### src/rtl/sse_out_packer_if.sv
// Stream bundle between the ScaleSpaceExtrema pixel output and the 32-bit
// image output FIFO write side: a 24-bit pixel stream in, a 32-bit word out.
interface sse_out_packer_if;
  logic        in_valid;
  logic        in_ready;
  logic [23:0] in_bits;
  logic        out_valid;
  logic        out_ready;
  logic [31:0] out_bits;

  // Environment side: supplies pixels and the FIFO-not-full back-pressure.
  modport master (
    output in_valid, in_bits, out_ready,
    input  in_ready, out_valid, out_bits
  );

  // Packer side: consumes pixels and presents packed words.
  modport slave (
    input  in_valid, in_bits, out_ready,
    output in_ready, out_valid, out_bits
  );
endinterface

### src/rtl/sse_out_packer.sv
// Packs 24-bit pixels densely into 32-bit little-endian words (4 pixels ->
// 3 words), flushing a zero-padded residual word at each frame boundary so a
// frame never leaves bytes stranded inside the packer. Also keeps frame and
// word status counters for register readback.
module sse_out_packer #(
  parameter int unsigned FRAME_PIXELS = 307200,
  parameter int unsigned PIX_CNT_W    = 20
) (
  input  logic            bus_clk,
  input  logic            reset_n,
  sse_out_packer_if.slave pk,
  output logic            frame_done,
  output logic [7:0]      frame_count,
  output logic [15:0]     word_count
);

  typedef enum logic [1:0] {PH0, PH1, PH2, PH3} phase_t;

  localparam logic [PIX_CNT_W-1:0] LAST_PIX = PIX_CNT_W'(FRAME_PIXELS - 1);

  phase_t                 phase_q, phase_d;
  logic [PIX_CNT_W-1:0]   pixCnt_q, pixCnt_d;
  logic [23:0]            resid_q, resid_d;
  logic                   flushPending_q, flushPending_d;
  logic                   outValid_q, outValid_d;
  logic [31:0]            outBits_q, outBits_d;
  logic                   outLast_q, outLast_d;
  logic                   frameDone_q, frameDone_d;
  logic [7:0]             frameCount_q, frameCount_d;
  logic [15:0]            wordCount_q, wordCount_d;

  logic canLoad;
  logic accept;
  logic lastPix;
  logic drain;

  // The output register may be (re)loaded when it is empty or draining this cycle.
  assign canLoad     = !outValid_q || pk.out_ready;
  assign pk.in_ready = !flushPending_q && canLoad;
  assign accept      = pk.in_valid && pk.in_ready;
  assign lastPix     = (pixCnt_q == LAST_PIX);
  assign drain       = outValid_q && pk.out_ready;

  assign pk.out_valid = outValid_q;
  assign pk.out_bits  = outBits_q;
  assign frame_done   = frameDone_q;
  assign frame_count  = frameCount_q;
  assign word_count   = wordCount_q;

  // Next-state: pack by phase, handle end-of-frame, flush and the status counters.
  always_comb begin
    phase_d        = phase_q;
    pixCnt_d       = pixCnt_q;
    resid_d        = resid_q;
    flushPending_d = flushPending_q;
    outValid_d     = outValid_q && !pk.out_ready;
    outBits_d      = outBits_q;
    outLast_d      = outLast_q;
    frameDone_d    = drain && outLast_q;
    frameCount_d   = frameCount_q + 8'(frameDone_d);
    wordCount_d    = wordCount_q + 16'(drain);

    if (flushPending_q) begin
      if (canLoad) begin
        outValid_d     = 1'b1;
        outBits_d      = {8'h00, resid_q};
        outLast_d      = 1'b1;
        flushPending_d = 1'b0;
        resid_d        = '0;
      end
    end else if (accept) begin
      pixCnt_d = lastPix ? '0 : pixCnt_q + PIX_CNT_W'(1);
      unique case (phase_q)
        PH0: begin
          if (lastPix) begin
            outValid_d = 1'b1;
            outBits_d  = {8'h00, pk.in_bits};
            outLast_d  = 1'b1;
            phase_d    = PH0;
          end else begin
            resid_d = pk.in_bits;
            phase_d = PH1;
          end
        end
        PH1: begin
          outValid_d     = 1'b1;
          outBits_d      = {pk.in_bits[7:0], resid_q};
          outLast_d      = 1'b0;
          resid_d        = {8'h00, pk.in_bits[23:8]};
          flushPending_d = lastPix;
          phase_d        = lastPix ? PH0 : PH2;
        end
        PH2: begin
          outValid_d     = 1'b1;
          outBits_d      = {pk.in_bits[15:0], resid_q[15:0]};
          outLast_d      = 1'b0;
          resid_d        = {16'h0000, pk.in_bits[23:16]};
          flushPending_d = lastPix;
          phase_d        = lastPix ? PH0 : PH3;
        end
        PH3: begin
          outValid_d = 1'b1;
          outBits_d  = {pk.in_bits, resid_q[7:0]};
          outLast_d  = lastPix;
          resid_d    = '0;
          phase_d    = PH0;
        end
      endcase
    end
  end

  // State register with synchronous active-low reset; reset drops any held word.
  always_ff @(posedge bus_clk) begin
    if (!reset_n) begin
      phase_q        <= PH0;
      pixCnt_q       <= '0;
      resid_q        <= '0;
      flushPending_q <= 1'b0;
      outValid_q     <= 1'b0;
      outBits_q      <= '0;
      outLast_q      <= 1'b0;
      frameDone_q    <= 1'b0;
      frameCount_q   <= '0;
      wordCount_q    <= '0;
    end else begin
      phase_q        <= phase_d;
      pixCnt_q       <= pixCnt_d;
      resid_q        <= resid_d;
      flushPending_q <= flushPending_d;
      outValid_q     <= outValid_d;
      outBits_q      <= outBits_d;
      outLast_q      <= outLast_d;
      frameDone_q    <= frameDone_d;
      frameCount_q   <= frameCount_d;
      wordCount_q    <= wordCount_d;
    end
  end

endmodule

### src/flat_wrapper.sv
// flat-port wrapper written by rule: the top's interface ports become plain ports
module sse_out_packer_flat 
#(
  parameter int unsigned FRAME_PIXELS = 307200,
  parameter int unsigned PIX_CNT_W    = 20
)
  (bus_clk, reset_n, frame_done, frame_count, word_count, pk_in_valid, pk_in_bits, pk_out_ready, pk_in_ready, pk_out_valid, pk_out_bits);
  sse_out_packer_if pk_i ();
  input  logic bus_clk;
  input  logic reset_n;
  output logic frame_done;
  output logic [7:0] frame_count;
  output logic [15:0] word_count;
  input wire logic [$bits(pk_i.in_valid)-1:0] pk_in_valid;
  input wire logic [$bits(pk_i.in_bits)-1:0] pk_in_bits;
  input wire logic [$bits(pk_i.out_ready)-1:0] pk_out_ready;
  output wire logic [$bits(pk_i.in_ready)-1:0] pk_in_ready;
  output wire logic [$bits(pk_i.out_valid)-1:0] pk_out_valid;
  output wire logic [$bits(pk_i.out_bits)-1:0] pk_out_bits;
  assign pk_i.in_valid = pk_in_valid;
  assign pk_i.in_bits = pk_in_bits;
  assign pk_i.out_ready = pk_out_ready;
  assign pk_in_ready = pk_i.in_ready;
  assign pk_out_valid = pk_i.out_valid;
  assign pk_out_bits = pk_i.out_bits;
  sse_out_packer #(.FRAME_PIXELS(FRAME_PIXELS), .PIX_CNT_W(PIX_CNT_W)) u_core (.bus_clk(bus_clk), .reset_n(reset_n), .pk(pk_i), .frame_done(frame_done), .frame_count(frame_count), .word_count(word_count));
endmodule
### config.mk
export PLATFORM = sky130hd
export DESIGN_NAME = sse_out_packer_flat
export DESIGN_NICKNAME = d
export VERILOG_FILES = /design/src/rtl/sse_out_packer_if.sv /design/src/rtl/sse_out_packer.sv /design/src/flat_wrapper.sv
export SDC_FILE = /design/constraint.sdc
export NUM_CORES = 1
export LEC_CHECK = 0
export ABC_CLOCK_PERIOD_IN_PS = 5000
export CORE_ASPECT_RATIO = 1.4
export CORE_UTILIZATION = 38
export CTS_BUF_LIST = sky130_fd_sc_hd__clkbuf_8
export DETAILED_ROUTE_END_ITERATION = 16
export PLACE_DENSITY = 0.61
export SKIP_CTS_REPAIR_TIMING = 1
export SYNTH_ARGS = -nofsm -noshare
export SYNTH_HDL_FRONTEND = slang
export SYNTH_SLANG_ARGS = --single-unit
### constraint.sdc
create_clock -name bus_clk -period 5 [get_ports bus_clk]
set_clock_uncertainty 0.2 [all_clocks]
set_input_delay 1 -clock bus_clk [delete_from_list [all_inputs] [get_ports bus_clk]]
set_output_delay 1 -clock bus_clk [all_outputs]
set_load 0.01 [all_outputs]
==> results.json <==
{
  "outcome": "finished, final reports clean",
  "synth_xor_area_share_pct": 5.06,
  "power_density_nw_per_um2": 285,
  "drt-total-wl_microns": 13600,
  "min_path_cells": 2,
  "slowest_delay_ns": 0.60,
  "intPower_w": 0.00127,
  "die_h_microns": 138,
  "fp-row-count": 49,
  "fmax_ghz": 0.268,
  "h-tree-depth": 3,
  "synth_edf_count": 0,
  "cp_slowest_cell": "clkdlybuf4s50_1",
  "antenna_found_initial": 0,
  "initial_utilization_pct": 39.0,
  "path_depth": 4,
  "grtUsageMet3_pct": 3.73,
  "synth_compound_area_share_pct": 26.8,
  "avgSynthCellArea_sq_um": 9.06,
  "final_common_cell": "dfxtp_1",
  "met1_usage_pct": 23.2,
  "critPathKind": "in -> out",
  "setup-violations-final": 0,
  "final_cell_area_sq_um": 6100,
  "r2r_cells": 6,
  "slew_violations": 0,
  "synth.distinct_cells": 56,
  "syn_to_final_growth_pct": 21.5,
  "vias": 4459,
  "clk_latency_ns": 0.37,
  "yosysSeqAreaShare_pct": 42.3,
  "routedWlPerCell_microns": 17.6,
  "worst-path-buf-inv": 2,
  "ir_worst_vdd_mv": 0.171,
  "synth_nets": 592,
  "critPathCaptureType": "output pin",
  "p_switching_w": 0.000466,
  "hp-class": "reg -> reg",
  "fin_util_pct": 47.4,
  "drcViolationCount": 0,
  "synth_mux_area_share_pct": 0,
  "grt_pass1_wl_microns": 21700,
  "async_reset_ff_share_pct": 0,
  "yosys.area_share.simple_pct": 18.3,
  "p_comb_share_pct": 14.3,
  "final_cell_mix": "dfxtp_1 (106), clkdlybuf4s50_1 (86), a21oi_1 (56)",
  "synth_area_leader_cell": "dfxtp_1",
  "leakagePower_nw": 2.09,
  "clock-sinks": 106,
  "clockRootBuffer": "clkbuf_8",
  "grt_usage_pct": 20.1,
  "power_frac_clock_pct": 34.3,
  "cp-start-kind": "input pin",
  "gp_congestion": 0.825,
  "swShare_pct": 26.8,
  "synth_top_family_by_area": "compound AO/OA/AOI/OAI gates",
  "numCtsBuffers": 9,
  "worst_pin_slew_ns": 1.21,
  "synth_area_sq_um": 5020,
  "busiest_layer": "met2",
  "syn_inst": 554,
  "grt_max_degree": 56,
  "cts_tree": "built",
  "cp_max_fo": 4,
  "crit_top_cell": "clkdlybuf4s50_1",
  "crit_family": "buffers and inverters",
  "ys.flop_type": "dfxtp_1",
  "timing.final.crit_share_pct": 74.7,
  "hpwlAfterDp_microns": 9590,
  "firstDrtPassIters": 6,
  "hold_viol": 0,
  "power.total_w": 0.00174,
  "num_io_pins": 87,
  "cp_cell_sequence": "clkdlybuf4s50_1, and2b_2, nor2_1, clkdlybuf4s50_1",
  "worst_ep_required_time_ns": 3.80,
  "slew_headroom_pct": 19.4,
  "drive_gt1_share_pct": 8.39,
  "rsz0062_at_grt": "false",
  "grt.overflow.total": 0,
  "clk_path_buf_depth": 2,
  "synth_area_leaders": "dfxtp_1 (42%), a21oi_1 (5.6%), a22o_2 (4.0%), a211oi_1 (3.6%), a22oi_1 (3.6%)",
  "synth_top_area_share_pct": 42.3,
  "grt_pass1_vias": 4185,
  "p_seq_share_pct": 51.4,
  "drt_iter0_drc": 353,
  "clkSlewWorstSetupHoldPaths_ns": 0.10,
  "design.die.area_sq_um": 13700,
  "io_buffers": 86,
  "ys_ff_latch": 106,
  "place_area_sq_um": 5880,
  "arrival_ns": 2.53,
  "layout.nets": 653,
  "drv_cap": 0,
  "synthAdderAreaFrac_pct": 2.49,
  "diodes": 0,
  "core_area_sq_um": 12900,
  "period_needed_ns": 3.73,
  "use_met2_pct": 37.2,
  "setup-tns-final_ns": 0,
  "yosysWarnings": 0,
  "via_per_inst": 5.77,
  "drtAntennaViolNets": 0,
  "die_x_microns": 99.1
}
-- through the flow --
step / worst slack, ns / hold WS, ns / instances
CTS: 1.26 / 0.268 / 773
global placement: 1.27 / 0.244 / 757
detailed placement: 1.27 / 0.255 / 757
floorplan: 2.28 / 0.232 / 554
finish: 1.27 / 0.272 / 773
global route: 1.15 / 0.298 / 773
-- Yosys cell counts, types with 6 or more instances --
master / number
nor2_1: 48
a222oi_1: 8
nand4_1: 9
a221oi_1: 8
nor3_1: 18
a22o_2: 20
and2_1: 11
a22oi_1: 24
o2bb2ai_1: 8
a21oi_1: 56
a22o_1: 11
inv_1: 6
nand3_1: 18
or3_1: 11
dfxtp_1: 106
and3_1: 6
a211oi_1: 24
o21ai_0: 17
xor2_1: 14
xnor2_1: 15
nand2_1: 22
clkbuf_1: 23
nor2b_1: 11
ha_1: 10
-- registers in the layout, summed over array words and instances, names as in the netlist, 2 cells and up --
| name | count |
|---|---|
| u_core.phase_q | 2 |
| u_core.pk.out_bits | 32 |
| u_core.word_count | 16 |
| u_core.frame_count | 8 |
| u_core.pixCnt_q | 20 |
| u_core.resid_q | 24 |
-- routing by layer --
layer	wire length (microns)	vias up
met5	0	-
met4	299	0
met3	682	21
met2	7140	133
met1	5480	2111
li1	-	2194
-- worst min-delay path: cells and delay by family (launching register included) --
family,cells,cell delay (ns)
AOI/OAI and AO/OA,1,0.05
and+or+nand+nor,1,0.05
DFF,1,0.32
-- worst paths after layout --
check	startpoint	end	slack (ns)
hold reg to reg	u_core.resid_q[7]	u_core.resid_q[7]	0.27
setup / recovery	pk_out_ready	pk_in_ready	1.27
setup reg to reg	u_core.pixCnt_q[16]	u_core.outLast_q	1.79
hold / removal	u_core.resid_q[7]	u_core.resid_q[7]	0.27
-- power by group through the flow --
stage                     Combinational, W  Clock (W)  Sequential [W]
final                             0.000249   0.000596        0.000893
after global routing              0.000272   0.000645        0.000898
after CTS                         0.000247   0.000612        0.000893
after detailed placement          0.000247          0        0.000912
after global placement            0.000244          0        0.000911
after floorplan                   0.000149          0        0.000915
-- cell families after synthesis --
logic type	Yosys count
AOI/OAI and AO/OA	186
DFF	106
and+or+nand+nor	175
xor gates and xnor gates	29
buffers and inverters	48
adders and majority gates	10
-- layout make-up --
cell class,instances,area [sq um]
fill,1254,6780
multi-input combinational,400,2640
sequential,106,2120
timing repair buffer,90,891
tap,153,191
clock buffer,9,124
clock inverter,7,100
inverter,8,30.0
(Power assumes the default switching activity.)
